## src/rtl/dec_entry_to_bin_pkg.sv

```systemverilog
// Shared types and constants for the decimal-entry-to-binary converter.
// Optional feature macro used by the top level: DEC_ENTRY_AUTO_CLEAR_EN.
package dec_entry_to_bin_pkg;

    localparam int NUM_DIGITS  = 5;
    localparam int OUT_W       = 16;
    localparam int ACC_W       = 17;
    localparam int CUR_W       = 3;
    localparam int MAX_POS_MAG = 32767;
    localparam int MAX_NEG_MAG = 32768;

    typedef enum logic [1:0] {
        EDIT,
        CONVERT,
        DONE
    } state_t;

    // Button commands, listed from highest to lowest priority.
    typedef enum logic [2:0] {
        BTN_NONE,
        BTN_ENTER,
        BTN_SIGN,
        BTN_UP,
        BTN_DOWN,
        BTN_LEFT,
        BTN_RIGHT
    } btn_cmd_t;

    // Picks the single highest-priority button pulse; the rest are dropped.
    function automatic btn_cmd_t decode_btn(input logic enter, input logic sgn,
                                            input logic up, input logic down,
                                            input logic left, input logic right);
        if (enter)      return BTN_ENTER;
        else if (sgn)   return BTN_SIGN;
        else if (up)    return BTN_UP;
        else if (down)  return BTN_DOWN;
        else if (left)  return BTN_LEFT;
        else if (right) return BTN_RIGHT;
        else            return BTN_NONE;
    endfunction

endpackage

```

## src/rtl/dec_entry_to_bin_if.sv

```systemverilog
// Button and display/result bundle between the push-button front end and
// the entry block. master = button source / result sink, slave = entry block.
interface dec_entry_to_bin_if;

    logic                                         btn_left;
    logic                                         btn_right;
    logic                                         btn_up;
    logic                                         btn_down;
    logic                                         btn_sign;
    logic                                         btn_enter;
    logic [4*dec_entry_to_bin_pkg::NUM_DIGITS-1:0] digits_bcd;
    logic                                         sign;
    logic [dec_entry_to_bin_pkg::CUR_W-1:0]       cursor;
    logic                                         busy;
    logic [dec_entry_to_bin_pkg::OUT_W-1:0]       bin_out;
    logic                                         bin_valid;
    logic                                         overflow;

    modport master (
        output btn_left, btn_right, btn_up, btn_down, btn_sign, btn_enter,
        input  digits_bcd, sign, cursor, busy, bin_out, bin_valid, overflow
    );

    modport slave (
        input  btn_left, btn_right, btn_up, btn_down, btn_sign, btn_enter,
        output digits_bcd, sign, cursor, busy, bin_out, bin_valid, overflow
    );

endinterface

```

## src/rtl/dec_entry_to_bin_bcd_to_bin_seq.sv

```systemverilog
// Sequential BCD-to-binary converter: one digit per cycle, MSD first,
// acc = acc*10 + digit using shifts and adds only.
module bcd_to_bin_seq
    import dec_entry_to_bin_pkg::*;
(
    input  logic                    clk,
    input  logic                    rst,
    input  logic                    start_i,
    input  logic [4*NUM_DIGITS-1:0] digits_i,
    input  logic                    sign_i,
    output logic [ACC_W-1:0]        acc_o,
    output logic                    sign_o,
    output logic                    done_o
);

    logic [ACC_W-1:0] acc_q;
    logic [ACC_W-1:0] acc_d;
    logic [CUR_W-1:0] idx_q;
    logic             active_q;
    logic             neg_q;
    logic [3:0]       cur_digit;

    // Multiply-by-ten-and-add of the digit currently selected by the index.
    always_comb begin
        cur_digit = digits_i[{idx_q, 2'b00} +: 4];
        acc_d     = (acc_q << 3) + (acc_q << 1) + {{(ACC_W-4){1'b0}}, cur_digit};
    end

    // Accumulator and digit index; start restarts from the MSD with a clear accumulator.
    always_ff @(posedge clk or negedge rst) begin
        if (!rst) begin
            acc_q    <= '0;
            idx_q    <= CUR_W'(NUM_DIGITS-1);
            active_q <= 1'b0;
            neg_q    <= 1'b0;
        end else if (start_i) begin
            acc_q    <= '0;
            idx_q    <= CUR_W'(NUM_DIGITS-1);
            active_q <= 1'b1;
            neg_q    <= sign_i;
        end else if (active_q) begin
            acc_q <= acc_d;
            if (idx_q == '0) begin
                active_q <= 1'b0;
            end else begin
                idx_q <= idx_q - CUR_W'(1);
            end
        end
    end

    assign acc_o  = acc_q;
    assign sign_o = neg_q;
    assign done_o = active_q && (idx_q == '0);

endmodule

```

## src/rtl/dec_entry_to_bin.sv

```systemverilog
// Push-button signed decimal entry with conversion to 16-bit two's complement.
// Optional: define DEC_ENTRY_AUTO_CLEAR_EN to clear the entry after a
// conversion that did not saturate.
module dec_entry_to_bin
    import dec_entry_to_bin_pkg::*;
(
    input  logic              clk,
    input  logic              rst,
    dec_entry_to_bin_if.slave bus
);

    state_t                  state_q;
    logic [4*NUM_DIGITS-1:0] digits_q;
    logic                    sign_q;
    logic [CUR_W-1:0]        cursor_q;
    logic [OUT_W-1:0]        bin_out_q;
    logic                    bin_valid_q;
    logic                    overflow_q;

    btn_cmd_t                cmd;
    logic [3:0]              cur_digit;
    logic [3:0]              digit_inc_d;
    logic [3:0]              digit_dec_d;
    logic [OUT_W-1:0]        bin_d;
    logic                    ovf_d;
    logic                    seq_start;
    logic [ACC_W-1:0]        seq_acc;
    logic                    seq_neg;
    logic                    seq_done;

    // Button decode and the wrap-around digit step values for the cursor digit.
    always_comb begin
        cmd         = decode_btn(bus.btn_enter, bus.btn_sign, bus.btn_up,
                                 bus.btn_down, bus.btn_left, bus.btn_right);
        cur_digit   = digits_q[{cursor_q, 2'b00} +: 4];
        digit_inc_d = (cur_digit == 4'd9) ? 4'd0 : cur_digit + 4'd1;
        digit_dec_d = (cur_digit == 4'd0) ? 4'd9 : cur_digit - 4'd1;
        seq_start   = (state_q == EDIT) && (cmd == BTN_ENTER);
    end

    bcd_to_bin_seq u_seq (
        .clk      (clk),
        .rst      (rst),
        .start_i  (seq_start),
        .digits_i (digits_q),
        .sign_i   (sign_q),
        .acc_o    (seq_acc),
        .sign_o   (seq_neg),
        .done_o   (seq_done)
    );

    // Range check of the magnitude, then saturate or negate into OUT_W bits.
    always_comb begin
        bin_d = '0;
        ovf_d = 1'b0;
        if (!seq_neg && (seq_acc > ACC_W'(MAX_POS_MAG))) begin
            bin_d = {1'b0, {(OUT_W-1){1'b1}}};
            ovf_d = 1'b1;
        end else if (seq_neg && (seq_acc > ACC_W'(MAX_NEG_MAG))) begin
            bin_d = {1'b1, {(OUT_W-1){1'b0}}};
            ovf_d = 1'b1;
        end else if (seq_neg) begin
            bin_d = -seq_acc[OUT_W-1:0];
        end else begin
            bin_d = seq_acc[OUT_W-1:0];
        end
    end

    // Edit FSM: button handling in EDIT, wait for the converter, publish in DONE.
    always_ff @(posedge clk or negedge rst) begin
        if (!rst) begin
            state_q     <= EDIT;
            digits_q    <= '0;
            sign_q      <= 1'b0;
            cursor_q    <= '0;
            bin_out_q   <= '0;
            bin_valid_q <= 1'b0;
            overflow_q  <= 1'b0;
        end else begin
            bin_valid_q <= 1'b0;
            case (state_q)
                EDIT: begin
                    case (cmd)
                        BTN_ENTER: state_q <= CONVERT;
                        BTN_SIGN:  sign_q  <= ~sign_q;
                        BTN_UP:    digits_q[{cursor_q, 2'b00} +: 4] <= digit_inc_d;
                        BTN_DOWN:  digits_q[{cursor_q, 2'b00} +: 4] <= digit_dec_d;
                        BTN_LEFT: begin
                            if (cursor_q != CUR_W'(NUM_DIGITS-1)) begin
                                cursor_q <= cursor_q + CUR_W'(1);
                            end
                        end
                        BTN_RIGHT: begin
                            if (cursor_q != '0) begin
                                cursor_q <= cursor_q - CUR_W'(1);
                            end
                        end
                        default: ;
                    endcase
                end
                CONVERT: begin
                    if (seq_done) begin
                        state_q <= DONE;
                    end
                end
                DONE: begin
                    bin_out_q   <= bin_d;
                    overflow_q  <= ovf_d;
                    bin_valid_q <= 1'b1;
                    state_q     <= EDIT;
`ifdef DEC_ENTRY_AUTO_CLEAR_EN
                    if (!ovf_d) begin
                        digits_q <= '0;
                        sign_q   <= 1'b0;
                        cursor_q <= '0;
                    end
`endif
                end
                default: state_q <= EDIT;
            endcase
        end
    end

    assign bus.digits_bcd = digits_q;
    assign bus.sign       = sign_q;
    assign bus.cursor     = cursor_q;
    assign bus.busy       = (state_q != EDIT);
    assign bus.bin_out    = bin_out_q;
    assign bus.bin_valid  = bin_valid_q;
    assign bus.overflow   = overflow_q;

endmodule

```

## src/flat_wrapper.sv

```systemverilog
// flat-port wrapper written by rule: the top's interface ports become plain ports
module dec_entry_to_bin_flat import dec_entry_to_bin_pkg::*;
  (clk, rst, bus_btn_left, bus_btn_right, bus_btn_up, bus_btn_down, bus_btn_sign, bus_btn_enter, bus_digits_bcd, bus_sign, bus_cursor, bus_busy, bus_bin_out, bus_bin_valid, bus_overflow);
  dec_entry_to_bin_if bus_i ();
  input  logic clk;
  input  logic rst;
  input wire logic [$bits(bus_i.btn_left)-1:0] bus_btn_left;
  input wire logic [$bits(bus_i.btn_right)-1:0] bus_btn_right;
  input wire logic [$bits(bus_i.btn_up)-1:0] bus_btn_up;
  input wire logic [$bits(bus_i.btn_down)-1:0] bus_btn_down;
  input wire logic [$bits(bus_i.btn_sign)-1:0] bus_btn_sign;
  input wire logic [$bits(bus_i.btn_enter)-1:0] bus_btn_enter;
  output wire logic [$bits(bus_i.digits_bcd)-1:0] bus_digits_bcd;
  output wire logic [$bits(bus_i.sign)-1:0] bus_sign;
  output wire logic [$bits(bus_i.cursor)-1:0] bus_cursor;
  output wire logic [$bits(bus_i.busy)-1:0] bus_busy;
  output wire logic [$bits(bus_i.bin_out)-1:0] bus_bin_out;
  output wire logic [$bits(bus_i.bin_valid)-1:0] bus_bin_valid;
  output wire logic [$bits(bus_i.overflow)-1:0] bus_overflow;
  assign bus_i.btn_left = bus_btn_left;
  assign bus_i.btn_right = bus_btn_right;
  assign bus_i.btn_up = bus_btn_up;
  assign bus_i.btn_down = bus_btn_down;
  assign bus_i.btn_sign = bus_btn_sign;
  assign bus_i.btn_enter = bus_btn_enter;
  assign bus_digits_bcd = bus_i.digits_bcd;
  assign bus_sign = bus_i.sign;
  assign bus_cursor = bus_i.cursor;
  assign bus_busy = bus_i.busy;
  assign bus_bin_out = bus_i.bin_out;
  assign bus_bin_valid = bus_i.bin_valid;
  assign bus_overflow = bus_i.overflow;
  dec_entry_to_bin u_core (.clk(clk), .rst(rst), .bus(bus_i));
endmodule
```

## config.mk

```make
export PLATFORM = sky130hd
export DESIGN_NAME = dec_entry_to_bin_flat
export DESIGN_NICKNAME = d
export VERILOG_FILES = /design/src/rtl/dec_entry_to_bin_pkg.sv /design/src/rtl/dec_entry_to_bin_if.sv /design/src/rtl/dec_entry_to_bin_bcd_to_bin_seq.sv /design/src/rtl/dec_entry_to_bin.sv /design/src/flat_wrapper.sv
export SDC_FILE = /design/constraint.sdc
export NUM_CORES = 1
export LEC_CHECK = 0
export BUFFER_PORTS_ARGS = -buffer_cell sky130_fd_sc_hd__buf_2
export CORE_MARGIN = 3
export CORE_UTILIZATION = 53
export CTS_CLUSTER_SIZE = 12
export DETAILED_ROUTE_END_ITERATION = 12
export PLACE_DENSITY = 0.76
export SKIP_LAST_GASP = 1
export SYNTH_ARGS = -nofsm -noshare
export SYNTH_HDL_FRONTEND = slang
export SYNTH_SLANG_ARGS = --single-unit
```

## constraint.sdc

```tcl
create_clock -name clk -period 3.6 [get_ports clk]
set_input_delay 0.18 -clock clk [delete_from_list [all_inputs] [get_ports clk]]
set_output_delay 0.18 -clock clk [all_outputs]
set_load 0.1 [all_outputs]
```

### After elaboration in Yosys (flattened, before gate mapping)

Index checks and enable logic that the tools add are counted.

| word-level totals | value |
|---|---|
| register bits | 66 |
| input bits | 8 |
| output and inout bits | 43 |

| cells by class | value |
|---|---|
| $add $sub $neg | 9 |
| order comparisons | 2 |
| equality and inequality tests | 15 |
| shift operators | 5 |
| muxes and demuxes | 31 |
| bitwise operators | 1 |
| reduce and logical (&&, ||, !) cells | 18 |

Operators by type and width:

| operator | count |
|---|---|
| 16-bit 2-to-1 mux | 3 |
| 20-bit bitwise mux | 2 |
| 20-bit case mux with 2 select lines | 1 |
| 20-bit by 6-bit indexed part select with 4-bit output | 2 |
| 4-bit by 7-bit indexed part select with 20-bit output | 2 |
| 17-bit 2-to-1 mux | 2 |
| 3-bit 2-to-1 mux | 11 |
| 4-bit by 7-bit variable shift with 20-bit output (first input constant) | 1 |
| 17-bit adder | 1 |
| 17-bit by 4-bit adder with 17-bit output | 1 |
| 17-bit by 15-bit > comparator with 1-bit output (second input constant) | 1 |
| 17-bit by 16-bit > comparator with 1-bit output (second input constant) | 1 |
| 16-bit negation | 1 |
| 3-bit equality test (second input constant) | 3 |
| 4-bit 2-to-1 mux | 2 |
| 2-bit by 1-bit inequality test with 1-bit output (second input constant) | 4 |
| 2-bit AND reduction | 4 |
| 2-bit nonzero test | 4 |
| 5-bit negation with 7-bit output | 1 |
| 3-bit by 2-bit equality test with 1-bit output (second input constant) | 2 |
| 1-bit 2-to-1 mux | 6 |
| 3-bit case mux with 2 select lines | 1 |
| 3-bit by 1-bit subtractor with 3-bit output (second input constant) | 2 |
| 4-bit by 1-bit adder with 4-bit output (second input constant) | 1 |
| other kinds (18) | 22 |

### Longest topological paths before layout

| logic depth | value |
|---|---|
| word-level depth | 10 |
| mapped depth | 16 |

### Cells and area by module

Synthesis repeated with hierarchy kept, for this count alone.

| unflattened totals | value |
|---|---|
| cells, all modules | 522 |
| area total of the unflattened synthesis | 4888.4 sq um |

By module, submodules not included:

| module | times used | cells each | area an instance (sq um) | seq. area each (sq um) |
|---|---|---|---|---|
| dec_entry_to_bin | 1 | 303 | 2879.0 | 1101.1 |
| bcd_to_bin_seq | 1 | 219 | 2009.4 | 551.8 |

### Least setup slack after synthesis

No wires, ideal clock.

| timing path | value |
|---|---|
| kind | register to register |
| start | reg u_core.digits_q[15] (netlist: u_core.bus.digits_bcd[15]) |
| end | reg u_core.u_seq.acc_q[16] (netlist: u_core.u_seq.acc_o[16]) |
| arrival time | 3.428 ns |
| setup slack | 0.052 ns |
| stages on the path, launching flop included | 13 |
| buffers on the path | 0 |
| period minus slack after synthesis | 3.548 ns |
| cells stage by stage | dfrtp_1 mux2i_1 o21ai_0 o21ai_0 fa_1 fa_1 nor2b_1 o21ai_0 a21boi_0 o21bai_1 a41oi_1 mux2i_1 nor2_1 |

| between the ends | value |
|---|---|
| longest elaborated chain between the ends | 4 |

Ends and longest elaborated chain:

| what | RTL line | RTL |
|---|---|---|
| start: declaration | dec_entry_to_bin.sv:13 | `logic [4*NUM_DIGITS-1:0] digits_q;` |
| start signal: indexed assignment | dec_entry_to_bin.sv:86 | `BTN_UP: digits_q[{cursor_q, 2'b00} +: 4] <= digit_inc_d;` |
| start signal: indexed assignment | dec_entry_to_bin.sv:87 | `BTN_DOWN: digits_q[{cursor_q, 2'b00} +: 4] <= digit_dec_d;` |
| 20-bit by 6-bit indexed part select with 4-bit output | dec_entry_to_bin_bcd_to_bin_seq.sv:25 | `cur_digit = digits_i[{idx_q, 2'b00} +: 4];` |
| 17-bit by 4-bit adder with 17-bit output | dec_entry_to_bin_bcd_to_bin_seq.sv:26 | `acc_d = (acc_q << 3) + (acc_q << 1) + {{(ACC_W-4){1'b0}}, cur_digit};` |
| 17-bit 2-to-1 mux | dec_entry_to_bin_bcd_to_bin_seq.sv:41 | `end else if (active_q) begin` |
| 17-bit 2-to-1 mux | dec_entry_to_bin_bcd_to_bin_seq.sv:36 | `end else if (start_i) begin` |
| end signal: assignment | dec_entry_to_bin_bcd_to_bin_seq.sv:32 | `acc_q <= '0;` |
| end signal: assignment | dec_entry_to_bin_bcd_to_bin_seq.sv:37 | `acc_q <= '0;` |
| end signal: assignment | dec_entry_to_bin_bcd_to_bin_seq.sv:42 | `acc_q <= acc_d;` |
| end: declaration | dec_entry_to_bin_bcd_to_bin_seq.sv:16 | `logic [ACC_W-1:0] acc_q;` |

Every way passes these cells. The select of a mux whose other input is x is not followed.
A chain may end at the register's enable or synchronous reset.

### Worst setup path after layout

| timing path | value |
|---|---|
| start | reg u_core.u_seq.idx_q[2] |
| end | reg u_core.u_seq.acc_q[16] (netlist: u_core.u_seq.acc_o[16]) |

| between the ends | value |
|---|---|
| longest elaborated chain between the ends | 4 |

Ends and longest elaborated chain:

| what | RTL line | RTL |
|---|---|---|
| start: declaration | dec_entry_to_bin_bcd_to_bin_seq.sv:18 | `logic [CUR_W-1:0] idx_q;` |
| start signal: assignment | dec_entry_to_bin_bcd_to_bin_seq.sv:33 | `idx_q <= CUR_W'(NUM_DIGITS-1);` |
| start signal: assignment | dec_entry_to_bin_bcd_to_bin_seq.sv:38 | `idx_q <= CUR_W'(NUM_DIGITS-1);` |
| start signal: assignment | dec_entry_to_bin_bcd_to_bin_seq.sv:46 | `idx_q <= idx_q - CUR_W'(1);` |
| 20-bit by 6-bit indexed part select with 4-bit output | dec_entry_to_bin_bcd_to_bin_seq.sv:25 |  |
| 17-bit by 4-bit adder with 17-bit output | dec_entry_to_bin_bcd_to_bin_seq.sv:26 |  |
| 17-bit 2-to-1 mux | dec_entry_to_bin_bcd_to_bin_seq.sv:41 |  |
| 17-bit 2-to-1 mux | dec_entry_to_bin_bcd_to_bin_seq.sv:36 |  |

Every way passes these cells. The select of a mux whose other input is x is not followed.

==> results.cfg <==
[layout]
post_route_cells_drive_above_1_share_pct = 16.6
fin_nets = 587
syn2layout_area_growth_pct = 12.0
antenna_cells = 0

[run_status]
status = completed

[sta]
fin_crit_sh_pct = 94.0
rsz0062_at_grt = no
setup_violations = 0
setup_tns_ps = 0
finalHoldViolCount = 0
fmaxAchievable_mhz = 296
slew_viol_final = 0
finalClockSkew_ps = 9.18
relSlewSlack_pct = 27.3
min_period_ps = 3380
worst_pin_slew_ps = 1080

[grt]
track_usage_pct = 21.3
grt_pass1_vias = 3494
grt_max_degree = 35
overflow = 0
antenna_found_initial = 0
grt_first_pass_wirelength_mm = 16.9

[die]
rows = 33
die_w_um = 98.3
initial_core_util_pct = 54.7
die_h_um = 98.3
core_sq_um = 8260
io_pins = 51
die_area_sq_um = 9660

[drt]
detail_route.wl_per_cell_um = 15.6
drtAntennaViolNets = 0
drt-pass1-iter-count = 4
drc_errors = 0
finalWirelength_mm = 10.1
num_vias = 3739
via_per_inst = 5.77
drt_iter0_drc = 298

[critical_path]
slowest_stage = dfstp_2
worstPathRequired_ps = 3830
arrival_ps = 3620
crit_chain = mux2i_1 > o21ai_0 > o21ai_0 > fa_1 > fa_1 > nor2b_1 > o21ai_0 > a21boi_0 > o21bai_1 > a41oi_1 > mux2i_1 > nor2_1
cp-end-kind = flip-flop
path_max_fanout = 7
crit_top_cell = o21ai_0
r2r_start = u_core.u_seq.idx_q[2]
cp-startpoint = u_core.u_seq.idx_q[2]
crit_path_start_kind = flip-flop
cpPeakStageDelay_ps = 610
path_class = flip-flop to flip-flop

[clock_network]
cts_buffer_depth = 2
cts_sinks = 66
cts_buffers = 9
cts_tree = yes
clk_pin_slew_worst_paths_ps = 80
cts_root_buf = clkbuf_8
htree_levels = 3
clk_latency_ps = 340

[synthesis]
synth_compound_area_share_pct = 19.1
synthAdderAreaFrac_pct = 11.9
synth_top_family_by_area = compound AO/OA/AOI/OAI gates
netlist_area_sq_um = 4520
yosys-mux-area-fraction_pct = 6.29
seq_area_frac_synth_pct = 36.6
synth_edf_count = 0
postSynthCellCount = 489
ys_ff_latch = 66
ys_types = 59
synth-xor-area-share_pct = 5.62
ys.warnings.count = 0
ys_dominant_reg_cell = dfrtp_1
syn_nets = 538
yosys.area_share.simple_pct = 16.1
syn_area_per_cell_sq_um = 9.23
async_reset_ff_share_pct = 100

[place]
port_buffers = 50
gp_congestion = 0.919
dp_hpwl_mm = 7.58

[worst_hold_path]
worstHoldStart = bus_btn_sign
hold_path_class = input pin to flip-flop

[flow_run]
drv_cap = 0
==> timing repair <==
action	CTS	global route
buffers inserted	0	1
endpoints found under the setup margin	0	2
hold buffers	1	0
hold endpoints to repair	33	0
gates resized for setup	0	1
==> cell type report <==
| class | count | area, sq um |
|---|---|---|
| clock inverters | 4 | 50.0 |
| repair buffers | 59 | 320 |
| fillers | 682 | 3200 |
| well taps | 105 | 131 |
| multi-input cells | 380 | 2670 |
| flip-flops and latches | 66 | 1650 |
| inverters | 22 | 82.6 |
| clock buffers | 12 | 155 |
==> worst max-delay path, delay by kind of cell (launching register included) <==
family | cells | cell delay [ps]
flip-flops | 1 | 610
multiplexers | 2 | 420
adder cells (fa/ha/maj) | 2 | 960
AND/OR/NAND/NOR | 2 | 190
AO/OA/AOI/OAI | 6 | 1090
==> through the flow <==
step | util, % | instance area [sq um] | std cells | setup WS, ps | hold WS [ps]
after floorplan | - | 4520 | 489 | 52.4 | -116
after global placement | 58.5 | 4830 | 630 | 264 | 267
after detailed placement | 58.5 | 4830 | 630 | 162 | 276
after CTS | 61.2 | 5050 | 647 | 136 | 146
after global routing | 61.3 | 5060 | 648 | 28.7 | 157
final | 61.3 | 5060 | 648 | 217 | 156
==> path summary, 6_finish.rpt <==
kind,endpoint,slack [ps],cells after the start
setup reg to reg,u_core.u_seq.acc_o[16],220,12
min in group asynchronous,u_core.bus.bin_out[14],420,2
hold / removal,u_core.bus.sign,160,3
setup / recovery,u_core.u_seq.acc_o[16],220,12
max in group asynchronous,u_core.u_seq.idx_q[2],2220,3
hold reg to reg,u_core.state_q[0],470,1
==> layer usage <==
| layer | global-route usage (%) | part of all wire, % | up-vias |
|---|---|---|---|
| met3 | 4.57 | 5.9 | 13 |
| met5 | 0 | 0 | - |
| met4 | 6.41 | 1.2 | 0 |
| li1 | - | - | 1854 |
| met2 | 30.9 | 44 | 111 |
| met1 | 31.8 | 49 | 1761 |
==> Yosys cell counts (2+ instances only) <==
| cell | number | area (sq um) |
|---|---|---|
| buf_4 | 3 | 22.5 |
| o22a_1 | 8 | 70.1 |
| fa_1 | 3 | 60.1 |
| nand4_1 | 6 | 37.5 |
| buf_2 | 5 | 25.0 |
| nor3_1 | 7 | 35.0 |
| or2_2 | 2 | 12.5 |
| o21a_1 | 4 | 30.0 |
| ha_1 | 38 | 475 |
| a211oi_1 | 6 | 45.0 |
| o22ai_1 | 2 | 12.5 |
| mux2i_1 | 25 | 250 |
| inv_1 | 22 | 82.6 |
| o21ai_0 | 48 | 240 |
| nand2b_1 | 4 | 25.0 |
| clkbuf_1 | 9 | 33.8 |
| dfrtp_1 | 65 | 1630 |
| nor3b_1 | 4 | 30.0 |
| and2_1 | 2 | 12.5 |
| nor2_1 | 49 | 184 |
| a21o_1 | 7 | 52.6 |
| nand2_1 | 44 | 165 |
| xor2_1 | 13 | 114 |
| a41oi_1 | 2 | 17.5 |
| buf_1 | 2 | 7.51 |
| a21oi_1 | 17 | 85.1 |
| o41ai_1 | 2 | 17.5 |
| nand4b_1 | 2 | 17.5 |
| or3_1 | 2 | 12.5 |
| nor2b_1 | 5 | 31.3 |
| nand3_1 | 8 | 40.0 |
| a21boi_0 | 2 | 15.0 |
| xnor2_1 | 16 | 140 |
| a31oi_1 | 5 | 31.3 |
| nand3b_1 | 10 | 75.1 |
| o22a_2 | 8 | 80.1 |
| o21ai_1 | 3 | 15.0 |
| o31ai_1 | 8 | 60.1 |
==> cell usage in the layout (no fill, tap or decap), types with 2 or more instances in the layout <==
cell | Yosys | final
clkinvlp_4 | 0 | 2
mux2i_1 | 25 | 25
a41oi_1 | 2 | 2
o31ai_1 | 8 | 8
nand4_1 | 6 | 6
or2_2 | 2 | 2
a31oi_1 | 5 | 5
o21ai_1 | 3 | 3
nand3_1 | 8 | 8
nand2_1 | 44 | 44
buf_4 | 3 | 8
inv_1 | 22 | 22
o22ai_1 | 2 | 2
and2_1 | 2 | 2
a21o_1 | 7 | 7
o22a_1 | 8 | 8
a21oi_1 | 17 | 17
nand3b_1 | 10 | 10
clkbuf_8 | 0 | 11
nand2b_1 | 4 | 4
o21a_1 | 4 | 4
fa_1 | 3 | 3
o21ai_0 | 48 | 48
nand4b_1 | 2 | 2
nor3b_1 | 4 | 4
o41ai_1 | 2 | 2
xnor2_1 | 16 | 16
or3_1 | 2 | 2
nor3_1 | 7 | 7
a211oi_1 | 6 | 6
buf_2 | 5 | 50
dfrtp_1 | 65 | 64
nor2b_1 | 5 | 5
nor2_1 | 49 | 49
ha_1 | 38 | 38
o22a_2 | 8 | 8
a21boi_0 | 2 | 2
xor2_1 | 13 | 13
==> sequential cells by signal (all words and copies together) (netlist names) <==
name	flops
u_core.bus.overflow	1
u_core.bus.bin_valid	1
u_core.bus.sign	1
u_core.u_seq.sign_o	1
u_core.u_seq.active_q	1
u_core.bus.digits_bcd	20
u_core.bus.cursor	3
u_core.state_q	2
u_core.bus.bin_out	16
u_core.u_seq.acc_o	17
u_core.u_seq.idx_q	3
==> cell families (layout without fill, tap and decap cells) <==
kind of cell	Yosys count	count (layout)
xor+xnor	29	29
mux	27	27
simple gates	151	151
buf+inv	43	97
flops	66	66
fa+ha+maj	41	41
compound gates	132	132
Power is left out: the tool's default activity adds up to more than one toggle a clock period on the data nets, which glitch-free logic cannot reach.
